<file path="src/rtl/divider_pkg.sv">
// Shared types and helpers for the iterative divider operand path.
package divider_pkg;

    typedef enum logic [1:0] {
        IDLE = 2'd0,
        NORM = 2'd1,
        HOLD = 2'd2
    } state_e;

    localparam int STEP_1 = 1;
    localparam int STEP_2 = 2;
    localparam int STEP_4 = 4;
    localparam int STEP_8 = 8;

    function automatic int shift_width(input int width);
        return $clog2(width);
    endfunction

    // Width of a leading-zero count that must also represent "whole window is zero".
    function automatic int lz_width(input int step);
        return $clog2(step + 1);
    endfunction

    function automatic bit step_is_legal(input int step);
        return (step == STEP_1) || (step == STEP_2) || (step == STEP_4) || (step == STEP_8);
    endfunction

endpackage

</file>
<file path="src/rtl/lzc_window.sv">
// Leading-zero count of a SHIFT_STEP-bit window, saturating at SHIFT_STEP when all bits are zero.
module lzc_window
    import divider_pkg::*;
#(
    parameter  int SHIFT_STEP = 1,
    localparam int CW         = lz_width(SHIFT_STEP)
) (
    input  logic [SHIFT_STEP-1:0] win_i,
    output logic [CW-1:0]         lz_o
);

    // Scanning upward lets the highest set bit overwrite any lower one.
    always_comb begin
        lz_o = CW'(SHIFT_STEP);
        for (int i = 0; i < SHIFT_STEP; i++) begin
            if (win_i[i]) begin
                lz_o = CW'(SHIFT_STEP - 1 - i);
            end
        end
    end

endmodule

</file>
<file path="src/rtl/divisor_norm_reg.sv">
// Divisor operand register: captures a divisor, flags zero, optionally left-normalises it
// at up to SHIFT_STEP bits per cycle, and holds the result until the divider core takes it.
module divisor_norm_reg
    import divider_pkg::*;
#(
    parameter  int WIDTH      = 32,
    parameter  int NORMALIZE  = 1,
    parameter  int SHIFT_STEP = 1,
    localparam int SHW        = shift_width(WIDTH)
) (
    input  logic             clk,
    input  logic             rst,
    input  logic             in_valid,
    output logic             in_ready,
    input  logic [WIDTH-1:0] div_in,
    output logic             out_valid,
    input  logic             out_ready,
    output logic [WIDTH-1:0] div_out,
    output logic [SHW-1:0]   norm_shift,
    output logic             div_zero,
    output logic             busy
);

    localparam int CW = lz_width(SHIFT_STEP);

    state_e           state_q, state_d;
    logic [WIDTH-1:0] work_q, work_d;
    logic [SHW-1:0]   shift_q, shift_d;
    logic             zero_q, zero_d;

    logic [CW-1:0]    lz_k;
    logic [WIDTH-1:0] work_shifted;
    logic             accept;

    lzc_window #(
        .SHIFT_STEP (SHIFT_STEP)
    ) u_lzc (
        .win_i (work_q[WIDTH-1 -: SHIFT_STEP]),
        .lz_o  (lz_k)
    );

    assign work_shifted = work_q << lz_k;
    assign accept       = in_valid && in_ready;

    // Reset clears data as well so a discarded operation leaves no residue on the outputs.
    always_ff @(posedge clk) begin
        if (rst) begin
            state_q <= IDLE;
            work_q  <= '0;
            shift_q <= '0;
            zero_q  <= 1'b0;
        end else begin
            state_q <= state_d;
            work_q  <= work_d;
            shift_q <= shift_d;
            zero_q  <= zero_d;
        end
    end

    always_comb begin
        state_d = state_q;
        work_d  = work_q;
        shift_d = shift_q;
        zero_d  = zero_q;
        unique case (state_q)
            IDLE, HOLD: begin
                // A HOLD-state accept implies out_ready, giving bubble-free back-to-back capture.
                if (accept) begin
                    work_d  = div_in;
                    shift_d = '0;
                    zero_d  = (div_in == '0);
                    if ((NORMALIZE == 0) || (div_in == '0) || div_in[WIDTH-1]) begin
                        state_d = HOLD;
                    end else begin
                        state_d = NORM;
                    end
                end else if ((state_q == HOLD) && out_ready) begin
                    state_d = IDLE;
                end
            end
            NORM: begin
                work_d  = work_shifted;
                shift_d = shift_q + SHW'(lz_k);
                state_d = work_shifted[WIDTH-1] ? HOLD : NORM;
            end
            default: begin
                state_d = IDLE;
            end
        endcase
    end

    always_comb begin
        in_ready   = (state_q == IDLE) || ((state_q == HOLD) && out_ready);
        out_valid  = (state_q == HOLD);
        busy       = (state_q == NORM);
        div_out    = work_q;
        norm_shift = shift_q;
        div_zero   = zero_q;
    end

endmodule

</file>
<file path="config.mk">
export PLATFORM = sky130hd
export DESIGN_NAME = divisor_norm_reg
export DESIGN_NICKNAME = d
export VERILOG_FILES = /design/src/rtl/divider_pkg.sv /design/src/rtl/lzc_window.sv /design/src/rtl/divisor_norm_reg.sv
export SDC_FILE = /design/constraint.sdc
export NUM_CORES = 1
export LEC_CHECK = 0
export CAP_MARGIN = 20
export CORE_MARGIN = 2
export CORE_UTILIZATION = 35
export CTS_BUF_LIST = sky130_fd_sc_hd__clkbuf_4
export CTS_CLUSTER_DIAMETER = 150
export CTS_CLUSTER_SIZE = 30
export DETAILED_ROUTE_END_ITERATION = 6
export HOLD_SLACK_MARGIN = 0.1
export PLACE_DENSITY = 0.75
export SLEW_MARGIN = 40
export SYNTH_ARGS = -nofsm -noshare
export SYNTH_HDL_FRONTEND = slang
export SYNTH_SLANG_ARGS = --single-unit
export TNS_END_PERCENT = 5
</file>
<file path="constraint.sdc">
create_clock -name clk -period 4.87 [get_ports clk]
set_clock_uncertainty 0.15 [all_clocks]
set_input_delay 1.2175 -clock clk [delete_from_list [all_inputs] [get_ports clk]]
set_output_delay 1.2175 -clock clk [all_outputs]
set_load 0.02 [all_outputs]
</file>
* Yosys cells after proc, flatten, opt, wreduce, memory -nomap -nowiden
Cells that the tools add are included.
** Storage, ports and cells
- Bits in registers :: 40
- Bits in latches :: 0
- RAM bits :: 0
- ROM bits :: 0
- Memories kept :: 0
** Cells by class
- $add $sub $neg :: 1
- Multipliers :: 0
- Divide/modulo/power cells :: 0
- $lt $le $gt $ge :: 0
- Equality and inequality tests :: 4
- Shift operators :: 1
- Muxes and demuxes :: 10
- Bitwise gates (word level) :: 0
- Reductions and logical operators :: 10
** Operators by type and width (number)
- $pmux W32 S2 :: 1
- $logic_not A32 Y1 :: 1
- $mux W32 :: 1
- $shl A32 B1 Y32 :: 1
- $pmux W5 S2 :: 1
- $mux W2 :: 4
- $add A5 B1 Y5 :: 1
- $mux W5 :: 1
- $pmux W2 S2 :: 1
- $reduce_and A2 Y1 :: 2
- $ne A3 B3 Y1 const B :: 1
- $eq A2 B1 Y1 const B :: 1
- $eq A2 B2 Y1 const B :: 1
- $logic_and A1 B1 Y1 :: 2
- $logic_not A2 Y1 :: 1
- $logic_or A1 B1 Y1 :: 2
- $ne A2 B2 Y1 const B :: 1
- $reduce_bool A2 Y1 :: 1
- $reduce_or A2 Y1 :: 1
- $mux W1 :: 1

* Longest topological paths before layout
Gate-level depths: netlist (run 1).
- Depth in word-level cells :: 6
- Mapped depth :: 7
- Depth with buffers taken out :: 6

* By module
A second synthesis (run 1) with hierarchy kept.
** Unflattened totals
- Cell total of the unflattened synthesis :: 244
- Area total of the unflattened synthesis :: 2149.6 um2
** Modules (own cells, without submodules)
- divisor_norm_reg :: times used 1, cells each 243, area each 2145.8 um2
- lzc_window :: times used 1, cells each 1, area each 3.8 um2

* Worst setup path after synthesis (run 1)
No wires, ideal clock.
- Kind :: input -> output
- Start point :: input out_ready
- End point :: output in_ready
- Arrival :: 1533 ps
- Slack :: 1969 ps
- Cell stages on the path :: 2
- Path through :: nor2b_4 -> nor2_1
** On the way
- Word-level cells in the longest chain between the ends :: 2
** RTL lines
- start: declaration :: line divisor_norm_reg.sv:17 : input logic out_ready,
- $logic_and A1 B1 Y1 :: line divisor_norm_reg.sv:93 : in_ready = (state_q == IDLE) || ((state_q == HOLD) && out_ready);
- $logic_or A1 B1 Y1 :: line divisor_norm_reg.sv:93
- end: declaration :: line divisor_norm_reg.sv:14 : output logic in_ready,
No other way between the ends.

* Final worst setup path (run 1)
Ends and elaborated chain as after synthesis.

==> metrics.csv, run 1 <==
stage,metric,value,unit
synthesis,synth_compound_area_frac,0.297,
die,start_util,0.361,
cts,hold_buffers,0,
hold_path,worstHoldEndpoint,norm_shift[4]$_SDFFE_PP0P_,
drt,drc_errors,0,
die,fp.coreArea,5920,um2
cts,clkTransAtPathRegs,0.12,ns
sta,final.setup.worst_slack,0.997,ns
setup_path,crit_chain,clkdlybuf4s50_1 -> nor2b_4 -> nor2_1 -> clkdlybuf4s50_1,
sta,max_slew_margin,0.473,
final_layout,ff_latch_area,801,um2
hold_path,min_from,norm_shift[4]$_SDFFE_PP0P_,
synthesis,syn_nets,277,
synthesis,ys_types,33,
drt,drt_iter0_drc,99,
cts,post_cts_resized,0,
cts,insertion_delay,0.34,ns
sta,clock.fmax,258,MHz
global_route,grtUsageTotal,0.171,
synthesis,yosys_warnings,0,
placement,place_hpwl,3820,um
power,p_leak,1.11,nW
final_layout,drive_gt1_frac,0.149,
die,rows,28,
final_layout,nFillCells,572,
sta,worst_hold_slack,0.339,ns
synthesis,ys_seq_area_frac,0.375,
die,die-area,6740,um2
sta,hold_viol_final,0,
setup_path,critPathSlowestCell,clkdlybuf4s50_1,
cts,cts_max_level,2,
cts,clk_path_buf_depth,2,
synthesis,synth_seq_cells,40,
die,die_h,82.1,um
setup_path,cp_num_buf_inv,2,
cts,cts_root_buf,clkbuf_4,
power,p_per_area,290,nW/um2
synthesis,avgSynthCellArea,8.94,um2
setup_path,r2r_cells,6,
drt,dr.pass1.iters,5,
sta,worst_pin_slew,0.790,ns
die,die_w,82.1,um
setup_path,critPathMaxStageDelay,0.60,ns
final_layout,fin_util,0.493,
sta,fin_crit_sh,0.795,
setup_path,cp_top_family,buffers and inverters,
setup_path,timing.critical_path.from,out_ready,
hold_path,hold_class,register to register,
cts,cts_tree,yes,
cts,post_cts_buffers,0,
cts,clock_sinks,40,
drt,ant_nets,0,
setup_path,reg2reg_to,div_out[21]$_SDFFE_PP0P_,
sta,slew_violations,0,
run_status,status,"finished, final reports clean",
final_layout,diodes,0,
setup_path,criticalPathCategory,input port to output pin,
global_route,grt_max_degree,62,
setup_path,crit_top_cell,clkdlybuf4s50_1,
die,ios,77,
placement,port-buffer-count,76,
sta,rsz0062_at_grt,no,
setup_path,worst_ep_required_time,3.50,ns
global_route,antenna_found_initial,0,
sta,setup_viol,0,
setup_path,cp_max_fo,4,
placement,finalWeightedCongestion,0.748,
synthesis,yosys.area_share.simple,0.234,
drt,post_drt_via_cell_ratio,5.34,
synthesis,synthMuxAreaShare,0,
setup_path,r2r_setup_slack,2.68,ns
placement,place_ws,0.984,ns
drt,drt-total-wl,5590,um
synthesis,syn_inst,239,
final_layout,syn2layout_area_growth,36.8,%
synthesis,yosys.area_share.xor_xnor,0.00410,
setup_path,end_kind,output pin,
cts,cts_buffers,5,
drt,vias,2018,
final_layout,multi_input_area,1170,um2
synthesis,synth_adder_area_share,0.0117,
global_route,grt_remaining_overflow,0,
sta,fin_setup_tns,0,ns
setup_path,start_kind,input port,
sta,period_needed,3.87,ns
setup_path,cp.arrival,2.51,ns
synthesis,synth_area,2140,um2
final_layout,fin_nets,340,
global_route,grt_pass1_wl,8970,um
drt,wl_per_cell,14.8,um
hold_path,holdPathStages,2,
synthesis,synth_top_family_by_area,compound AO/OA/AOI/OAI gates,
setup_path,r2r_start,state_q[0]$_SDFFE_PP0P_,
power,ir_drop,0.130,mV
run,maxCapViolations,0,
global_route,grt_pass1_vias,1914,
## cells by family after synthesis
| kind of cell | after synthesis |
|---|---|
| and+or+nand+nor | 96 |
| AOI/OAI and AO/OA | 72 |
| adders and majority gates | 2 |
| buffers and inverters | 28 |
| xor gates and xnor gates | 1 |
| DFF | 40 |
## sequential cells by signal (all words and copies together) (netlist names)
signal	flops
div_zero	1
div_out	32
state_q	2
norm_shift	5
## worst register-to-register path, delay by kind of cell, from the launching register on
| family | cells | cell delay (ns) |
|---|---|---|
| flip-flops | 1 | 0.47 |
| AO/OA/AOI/OAI | 2 | 0.38 |
| buffers and inverters | 2 | 0.88 |
| AND/OR/NAND/NOR | 2 | 0.25 |
## per-layer routing
layer  vias to the layer above  global-route usage  share of wire  routed length, um
li1                        998                   -              -                  -
met3                         6              0.0511          0.062                345
met1                       953               0.213           0.45               2510
met4                         0              0.0417         0.0079                 44
met5                         -                   0              0                  0
met2                        61               0.291           0.48               2690
## cells in the mapped netlist (all sizes together)
master	number	area [um2]
o21ba	1	10.0
o2bb2a	1	10.0
a211oi	30	375
o31a	1	8.76
nand4	4	25.0
nor4	8	50.1
a21oi	34	170
nand2	5	18.8
nor2b	2	20.0
xor2	1	8.76
nor2	35	131
ha	2	25.0
clkinv	1	8.76
dfxtp	40	801
or3	2	12.5
o32ai	1	27.5
and3	29	181
o2bb2ai	1	8.76
nand3b	1	7.51
or2	2	12.5
nand2b	1	6.26
o41ai	1	8.76
nor3	3	15.0
a311oi	1	8.76
buf	11	96.3
clkbuf	12	46.3
o22ai	1	6.26
nand3	4	20.0
inv	4	15.0
## metrics by stage
step	cell area [um2]	std cells	power [mW]
floorplan	2140	239	0.573
global placement	2870	370	0.679
detailed placement	2870	370	0.684
CTS	2920	378	0.860
global route	2920	378	0.898
finish	2920	378	0.847
## final cells by class
cell class	count	share of cell area
clock inverters	1	0.00128
inverters	5	0.00814
repair buffers	79	0.266
flip-flops and latches	40	0.274
well taps	75	0.0321
clock buffers	7	0.0180
multi-input cells	171	0.400
## worst max-delay path by stage
stage          slack, ns  depth (start not counted)  endpoint
2_1_floorplan       1.97                          2  in_ready
3_3_place_gp        0.98                          4  in_ready
3_5_place_dp        0.98                          4  in_ready
4_1_cts             0.98                          4  in_ready
5_1_grt             0.96                          4  in_ready
6_report             1.0                          4  in_ready
## layout by cell type (no fill, tap or decap), types with 5 or more instances in the layout
cell type        netlist  final
clkdlybuf4s50_1        0     75
and3_1                29     29
a21oi_1               34     34
nor2_1                35     35
clkbuf_4               0      7
dfxtp_1               40     40
a211oi_2              30     30
nor4_1                 8      8
nand2_1                5      5
## power by group
group	total [mW]	leakage, nW	switching (mW)	internal (mW)
Sequential	0.387	0.331	0.0262	0.361
Combinational	0.289	0.742	0.156	0.133
Clock	0.171	0.0338	0.104	0.0668
Total	0.847	1.11	0.287	0.561
Note: power is estimated with default switching activity, not from simulation.
==> run 2: changes to the inputs <==
--- a/config.mk
+++ b/config.mk
@@ -13,7 +13,7 @@
 export CTS_CLUSTER_SIZE = 30
 export DETAILED_ROUTE_END_ITERATION = 6
 export HOLD_SLACK_MARGIN = 0.1
-export PLACE_DENSITY = 0.75
+export PLACE_DENSITY = 0.78
 export SLEW_MARGIN = 40
 export SYNTH_ARGS = -nofsm -noshare
 export SYNTH_HDL_FRONTEND = slang
==> constraint.sdc (replaced) <==
create_clock -name clk -period 3.15 [get_ports clk]
set_clock_uncertainty 0.15 [all_clocks]
set_input_delay 0.7875 -clock clk [delete_from_list [all_inputs] [get_ports clk]]
set_output_delay 0.7875 -clock clk [all_outputs]
set_load 0.02 [all_outputs]
==> metrics.csv, run 2 (synthesis results as in run 1) <==
stage,metric,value,unit
setup_path,critPathSlowestCell,clkdlybuf4s50_1,
setup_path,cp.arrival,2.07,ns
die,rows,28,
setup_path,end_kind,output pin,
placement,place_ws,0.125,ns
die,start_util,0.361,
setup_path,critPathMaxStageDelay,0.60,ns
sta,period_needed,3.01,ns
setup_path,start_kind,input port,
final_layout,multi_input_area,1170,um2
final_layout,syn2layout_area_growth,37.4,%
cts,insertion_delay,0.34,ns
cts,clk_path_buf_depth,2,
global_route,busiest_layer,met2,
run,maxCapViolations,0,
global_route,grt_pass1_wl,9300,um
final_layout,drive_gt1_frac,0.149,
setup_path,timing.critical_path.from,out_ready,
cts,hold_buffers,0,
setup_path,worst_ep_required_time,2.21,ns
hold_path,hold_class,register to register,
final_layout,diodes,0,
die,fp.coreArea,5920,um2
sta,max_slew_margin,0.466,
sta,worst_pin_slew,0.800,ns
cts,cts_buffers,5,
placement,place_hpwl,3910,um
sta,final.setup.worst_slack,0.141,ns
cts,post_cts_resized,0,
placement,port-buffer-count,76,
placement,finalWeightedCongestion,0.711,
global_route,grt_pass1_vias,1967,
global_route,grtUsageMet2,0.291,
cts,post_cts_buffers,0,
sta,slew_violations,0,
run_status,status,"finished, final reports clean",
global_route,grtUsageTotal,0.175,
setup_path,cp_max_fo,4,
power,p_leak,1.11,nW
drt,dr.pass1.iters,4,
global_route,grt_max_degree,62,
final_layout,fin_util,0.496,
power,ir_drop,0.264,mV
drt,wl_per_cell,14.6,um
die,die-area,6740,um2
cts,cts_tree,yes,
sta,rsz0062_at_grt,no,
final_layout,ff_latch_area,801,um2
drt,ant_nets,0,
drt,vias,2013,
drt,post_drt_via_cell_ratio,5.33,
final_layout,layout_commonest_cell,clkdlybuf4s50_1,
die,die_h,82.1,um
sta,hold_viol_final,0,
global_route,grtUsageMet1,0.228,
setup_path,criticalPathCategory,input port to output pin,
final_layout,final_cell_mix,"clkdlybuf4s50_1 (75), dfxtp_1 (40), nor2_1 (35)",
cts,cts_max_level,2,
global_route,antenna_found_initial,0,
final_layout,nFillCells,604,
die,die_w,82.1,um
cts,clock_sinks,40,
hold_path,min_from,norm_shift[4]$_SDFFE_PP0P_,
cts,clkTransAtPathRegs,0.11,ns
setup_path,r2r_start,div_out[31]$_SDFFE_PP0P_,
drt,drt_iter0_drc,99,
global_route,grt_remaining_overflow,0,
cts,cts_root_buf,clkbuf_4,
power,p_per_area,447,nW/um2
sta,fin_setup_tns,0,ns
global_route,use_met3,0.0467,
final_layout,fin_cells,378,
setup_path,crit_top_cell,clkdlybuf4s50_1,
sta,setup_viol,0,
sta,worst_hold_slack,0.345,ns
sta,clock.fmax,332,MHz
setup_path,crit_chain,clkdlybuf4s50_1 -> nor2b_4 -> nor2_1 -> clkdlybuf4s50_1,
drt,drt-total-wl,5530,um
final_layout,largest_register_ffs,32,
final_layout,fin_nets,340,
die,ios,77,
sta,fin_crit_sh,0.955,
drt,drc_errors,0,
placement,dp.cells,370,
==> run 2: cell counts in the layout (fill, tap and decap cells not counted) <==
Identical to the previous run, type by type.
==> run 2: cell type report <==
cell class / instances / area share
Multi-Input combinational cell: 171 / 0.398
Sequential cell: 40 / 0.273
Timing Repair Buffer: 79 / 0.270
Tap cell: 75 / 0.0320
Clock buffer: 7 / 0.0179
Inverter: 5 / 0.00810
Clock inverter: 1 / 0.00128
==> run 2: critical path, delay by kind of cell <==
kind	cells	cell delay, ns
buffers and inverters	2	1.13
AND/OR/NAND/NOR	2	0.15
==> run 2: power by group <==
part	internal, mW	switching [mW]	total [mW]
registers	0.557	0.0396	0.597
logic	0.210	0.243	0.453
clock network	0.103	0.158	0.262
==> run 2: per-stage QoR <==
stage                     cell area, um2  power, mW
after global routing                2930       1.39
after CTS                           2930       1.33
after floorplan                     2140      0.885
final                               2930       1.31
after global placement              2880       1.05
after detailed placement            2880       1.06
==> run 2: worst paths after layout <==
kind / endpoint / slack (ns) / cells after the start
min reg2reg: norm_shift[4]$_SDFFE_PP0P_ / 0.35 / 2
min: norm_shift[4]$_SDFFE_PP0P_ / 0.35 / 2
max: in_ready / 0.14 / 4
max reg2reg: norm_shift[4]$_SDFFE_PP0P_ / 0.99 / 6
==> run 2: per-layer routing <==
metal	vias to the layer above	wire, um
met5	-	0
met2	60	2600
met3	4	322
met1	944	2560
met4	0	42
li1	1005	-
